**src/rtl/serial_word_deserializer.sv**
```systemverilog
// Serial-to-parallel word assembler: one bit per cycle in over valid/ready,
// WIDTH-bit word out through a one-entry register with its own valid/ready.
module serial_word_deserializer #(
  parameter int WIDTH     = 3,
  parameter bit MSB_FIRST = 1'b1
) (
  input  logic             clk,
  input  logic             rst_n,
  input  logic             clr,
  input  logic             sin_valid,
  input  logic             sin_data,
  output logic             sin_ready,
  output logic [WIDTH-1:0] dout,
  output logic             dout_valid,
  input  logic             dout_ready,
  output logic             busy
);

  localparam int CW = (WIDTH > 1) ? $clog2(WIDTH) : 1;
  localparam logic [CW-1:0] LAST_IDX = CW'(WIDTH - 1);

  typedef enum logic {
    COLLECT = 1'b0,
    STALL   = 1'b1
  } state_t;

  state_t           state_reg, state_next;
  logic [CW-1:0]    count_reg, count_next;
  logic [WIDTH-1:0] shift_reg, shift_next;
  logic [WIDTH-1:0] dout_reg, dout_next;
  logic             dout_valid_reg, dout_valid_next;
  logic [WIDTH-1:0] shifted;
  logic             accept;
  logic             consume;
  logic             load;

  // Bit order only changes which end of the register the new bit enters.
  generate
    if (MSB_FIRST) begin : g_msb_first
      assign shifted = {shift_reg[WIDTH-2:0], sin_data};
    end else begin : g_lsb_first
      assign shifted = {sin_data, shift_reg[WIDTH-1:1]};
    end
  endgenerate

  assign accept  = sin_valid && sin_ready;
  assign consume = dout_valid_reg && dout_ready;

  // State register
  always_ff @(posedge clk or negedge rst_n) begin
    if (!rst_n) begin
      state_reg      <= COLLECT;
      count_reg      <= '0;
      shift_reg      <= '0;
      dout_reg       <= '0;
      dout_valid_reg <= 1'b0;
    end else begin
      state_reg      <= state_next;
      count_reg      <= count_next;
      shift_reg      <= shift_next;
      dout_reg       <= dout_next;
      dout_valid_reg <= dout_valid_next;
    end
  end

  // Next-state logic
  always_comb begin
    state_next = state_reg;
    count_next = count_reg;
    shift_next = shift_reg;
    dout_next  = dout_reg;
    load       = 1'b0;

    case (state_reg)
      COLLECT: begin
        if (clr) begin
          count_next = '0;
          shift_next = '0;
        end else if (accept) begin
          if (count_reg == LAST_IDX) begin
            if (!dout_valid_reg || consume) begin
              dout_next  = shifted;
              load       = 1'b1;
              count_next = '0;
              shift_next = '0;
            end else begin
              // Output still occupied: park the finished word here.
              shift_next = shifted;
              state_next = STALL;
            end
          end else begin
            shift_next = shifted;
            count_next = count_reg + CW'(1);
          end
        end
      end
      STALL: begin
        if (clr) begin
          state_next = COLLECT;
          count_next = '0;
          shift_next = '0;
        end else if (consume) begin
          dout_next  = shift_reg;
          load       = 1'b1;
          count_next = '0;
          shift_next = '0;
          state_next = COLLECT;
        end
      end
      default: begin
        state_next = COLLECT;
        count_next = '0;
        shift_next = '0;
      end
    endcase

    // A word loading on the same edge as a consume keeps dout_valid high.
    dout_valid_next = load ? 1'b1 : (consume ? 1'b0 : dout_valid_reg);
  end

  // Outputs
  always_comb begin
    sin_ready  = (state_reg == COLLECT);
    busy       = (count_reg != '0) || (state_reg == STALL);
    dout       = dout_reg;
    dout_valid = dout_valid_reg;
  end

endmodule

```
**config.mk**
```make
export PLATFORM = sky130hd
export DESIGN_NAME = serial_word_deserializer
export DESIGN_NICKNAME = d
export VERILOG_FILES = /design/src/rtl/serial_word_deserializer.sv
export SDC_FILE = /design/constraint.sdc
export NUM_CORES = 1
export LEC_CHECK = 0
export BUFFER_PORTS_ARGS = -buffer_cell sky130_fd_sc_hd__buf_2
export CORE_AREA = 4 4 41 43
export DETAILED_ROUTE_END_ITERATION = 10
export DIE_AREA = 0 0 45 47
export HOLD_SLACK_MARGIN = 0.15
export PLACE_DENSITY = 0.68
export SLEW_MARGIN = 20
export SYNTH_ARGS = -nofsm -noshare
export SYNTH_HDL_FRONTEND = slang
export SYNTH_SLANG_ARGS = --single-unit
```
**constraint.sdc**
```tcl
create_clock -name clk -period 3.8 [get_ports clk]
set_input_delay 0.57 -clock clk [delete_from_list [all_inputs] [get_ports clk]]
set_output_delay 0.57 -clock clk [all_outputs]
set_load 0.02 [all_outputs]
```
# Word level (Yosys, flattened, before mapping)
# Index checks and enable logic that the tools add are counted.
[totals] reg_bits=10 wordCells=64 input_bits=6 out_inout_bits=6
[classes] bitwise_logic=1 reduce_logical=10 n_mux=37 addsub=1 n_eq_ne=10
[op_table] op="3-bit 2-to-1 mux" n=12
[op_table] op="1-bit 2-to-1 mux" n=14
[op_table] op="2-bit 2-to-1 mux" n=6
[op_table] op="3-bit case mux with 2 select lines" n=2
[op_table] op="2-bit by 1-bit != test with 1-bit output, second input constant" n=4
[op_table] op="3-bit by 2-bit != test with 1-bit output, second input constant" n=2
[op_table] op="6-bit AND reduction" n=1
[op_table] op="2-bit != test, second input constant" n=2
[op_table] op="4-bit by 3-bit != test with 1-bit output, second input constant" n=1
[op_table] op="1-bit case mux with 2 select lines" n=2
[op_table] op="2-bit case mux with 2 select lines" n=1
[op_table] op="2-bit nonzero test" n=2
[op_table] op="3-bit AND reduction" n=1
[op_table] op="2-bit by 1-bit adder with 2-bit output, second input constant" n=1
[op_table] op="2-bit == test, second input constant" n=1
[op_table] op="1-bit logical AND" n=2
[op_table] op="1-bit logical OR" n=2
[op_table] op="2-bit AND reduction" n=1
[op_table] op="1-bit logical NOT" n=1
[op_table] op="1-bit NOT" n=1

# Logic depth before layout (Yosys ltp)
[logic_depth] ltp_word=8 ltp_mapped=4 mapped_depth_nobuf=3

# Least setup slack after synthesis
# No wires, ideal clock.
[synth_timing] path_kind="register to output" start="register state_reg" end="output busy" arrival_ns=1.004 slack_ns=2.226 t_required_ns=3.230 n_path_buf=1 stages_incl_launch_ff=3 path_cell_list="dfrtp_1 buf_4 or3_2"
[synth_between] elab_chain_cells=1
[synth_rtl] element="from (decl)" line_no="27" text="state_t state_reg, state_next;"
[synth_rtl] element="from (signal assigned)" line_no="58" text="state_reg <= state_next;"
[synth_rtl] element="1-bit logical OR" line_no="124" text="busy = (count_reg != '0) || (state_reg == STALL);"
[synth_rtl] element="to (decl)" line_no="16" text="output logic busy"
# No other way between the ends.

# Worst setup path in the final report
# Ends and elaborated chain as after synthesis.

==> summary.txt <==
Run status
  • Status: finished clean

Timing
  • Final setup margin: 1.849 ns
  • Final min period: 1.951 ns
  • Fin crit share: 51.33%
  • Max Clk Rate: 512.7 MHz
  • RSZ-0062 raised after global routing: false
  • Final setup fails: 0
  • Max-slew headroom: 76.97%
  • Setup Total Neg Slack: 0 ns
  • Setup Skew: 0.004459 ns
  • Final Hold Viols: 0
  • Fin. max-slew vios: 0
  • Hold WS: 0.1541 ns
  • Worst slew pin tran: 0.3454 ns

Drt
  • WL final: 1124 µm
  • Pre-antenna DRT Iters: 4
  • Drc violations: 0
  • Detailed-route wire length per cell: 13.07 µm
  • Post-route ant nets: 0
  • Vias: 472
  • Vias per cell: 5.488
  • Initial DRC count: 7

Logic synthesis
  • Syn nets: 65
  • Largest area contributor in the netlist: dfrtp_1
  • Number of synthesized flops with an enable pin: 0
  • Top cell type's share of synthesized area: 43.57%
  • Mean Syn Cell Area: 9.734 µm²
  • YS warnings: 0
  • Post-synthesis cell count: 59
  • Mapped cell area: 574.3 µm²
  • Post-synthesis register bit count: 10
  • Ys async rst share: 100.0%
  • Register area share after synthesis: 43.57%
  • Commonest cells post-synth: 10 x dfrtp_1, 10 x inv_1, 5 x mux2i_1, 5 x nor2_1, 4 x o211ai_1
  • Largest cells by area after synthesis: dfrtp_1 44%, mux2i_1 8.7%, inv_1 6.5%, o211ai_1 5.2%, a221oi_1 4.6%
  • Library cells used by synthesis: 23
  • Top FF cell, synth: dfrtp_1

Power and ir drop
  • Combinational Power Share: 23.5%
  • Overall power: 262.0 µW
  • Peak supply drop: 0.1688 mV
  • Clock power frac: 26.9%
  • P_int: 182.8 µW
  • P_sw: 79.25 µW
  • Sw frac: 30.25%
  • Flop pwr share: 49.6%
  • Leakage dissipation: 0.3296 nW
  • Cell Pwr Density: 398.2 nW/µm²

Setup path
  • Slowest library cell on the worst path: dfrtp_1
  • CP delay by family, top: flip-flops
  • Buf/Inv on CP: 1
  • WS Path Type: reg -> out
  • Crit path cell chain: or3_2 -> buf_2
  • Critical Path Fanout Max: 12
  • CP Data Arrival Time: 1.38 ns
  • CP endpoint kind: output port
  • Worst Path Required: 3.23 ns
  • Crit-path max cell delay: 0.50 ns
  • Worst Setup Start Kind: flip-flop

Layout
  • Area growth syn-to-layout: 14.60%
  • Design Area, Final: 658.1 µm²
  • Ratio of cells with drive above 1 in the final layout: 26.76%
  • Fin nets: 79
  • Diode count: 0
  • Fin cells: 86
  • Fin util: 50.58%

Global route
  • Total grt overflow: 0
  • Gr usage total: 12.67%
  • Initial antenna violation count: 0
  • Number of global-route vias before repair: 424
  • First-pass GRT wire length: 1814 µm
  • Largest net degree at the start of global routing: 13

Die
  • Ports: 12
  • Core ar.: 1301 µm²
  • DIE HEIGHT: 47 µm
  • Die ar.: 2115 µm²
  • Initial Util: 44.13%
  • FP Rows: 13
  • Die W: 45 µm

CTS
  • CTS Sinks: 10
  • TritonCTS clock tree: done
  • PostCTS Resize Cnt: 0
  • Clock transition at path regs: 0.06 ns
  • Hold-fix buffers, CTS: 0
  • Post-CTS setup buffers: 0
  • Clock latency at the later pin of the worst-skew pair: 0.26 ns
  • H-Tree Depth: 1
  • Clock buffer count from CTS: 3
  • Clock root buffer: clkbuf_4
  • Clk buf depth: 2

Place
  • I/O Buffers: 11
  • Detail Placement HPWL: 861.7 µm
  • Worst slack, placed: 2.147 ns
  • Placer Congestion: 0.7113
  • Placed insts: 83
  • Placed Area: 635.6 µm²

Hold path
  • Hold Path Class: in -> async

Run
  • Max-capacitance violation count: 0
[logic make-up (layout without fill, tap and decap cells)]
group | after synthesis | after routing | share of synthesized area [%]
AND/OR/NAND/NOR | 18 | 18 | 20.92
AO/OA/AOI/OAI | 14 | 14 | 18.08
buffers and inverters | 12 | 24 | 8.715
flip-flops | 10 | 10 | 43.57
multiplexers | 5 | 5 | 8.715
[power by group through the flow]
stage / Combinational (mW) / Sequential, mW / Clock [mW]
floorplan: 0.0269 / 0.144 / 0
global placement: 0.0622 / 0.131 / 0
detailed placement: 0.0625 / 0.133 / 0
CTS: 0.0625 / 0.131 / 0.0739
global route: 0.0676 / 0.133 / 0.0786
finish: 0.0615 / 0.130 / 0.0705
[path summary, 6_finish.rpt]
path / cells past startpoint / end / from / slack, ns
max: 2 / busy / state_reg / 1.85
min: 1 / state_reg / rst_n / 0.15
max reg2reg: 3 / shift_reg[1] / state_reg / 2.44
min reg2reg: 2 / dout[2] / dout[2] / 0.53
max in group asynchronous: 1 / shift_reg[2] / rst_n / 3.45
min in group clk: 2 / dout[2] / dout[2] / 0.53
[routing by layer]
layer	global-route usage (%)	vias to the layer above	share of wire, %
li1	-	234	-
met2	20.06	8	47
met3	5.747	5	5.2
met4	7.018	0	2.0
met1	14.22	225	45
met5	0	-	0
[final cells by class]
type,count,area (µm²)
Sequential cell,10,250.2
Tap cell,15,18.77
Inverter,10,37.54
Fill cell,125,643.1
Clock buffer,3,22.52
Timing Repair Buffer,11,55.05
Multi-Input combinational cell,37,274.0
[placed cells by master (no fill, tap or decap), types with 2 or more instances in the layout]
cell type  synthesis  layout
a221oi_1           3       3
buf_2              1      11
clkbuf_4           0       3
dfrtp_1           10      10
inv_1             10      10
mux2i_1            5       5
nand2b_1           2       2
nand3b_1           2       2
nor2_1             5       5
nor2b_1            3       3
o211ai_1           4       4
o21ai_0            2       2
No activity file was read; power rests on OpenSTA's default activity.
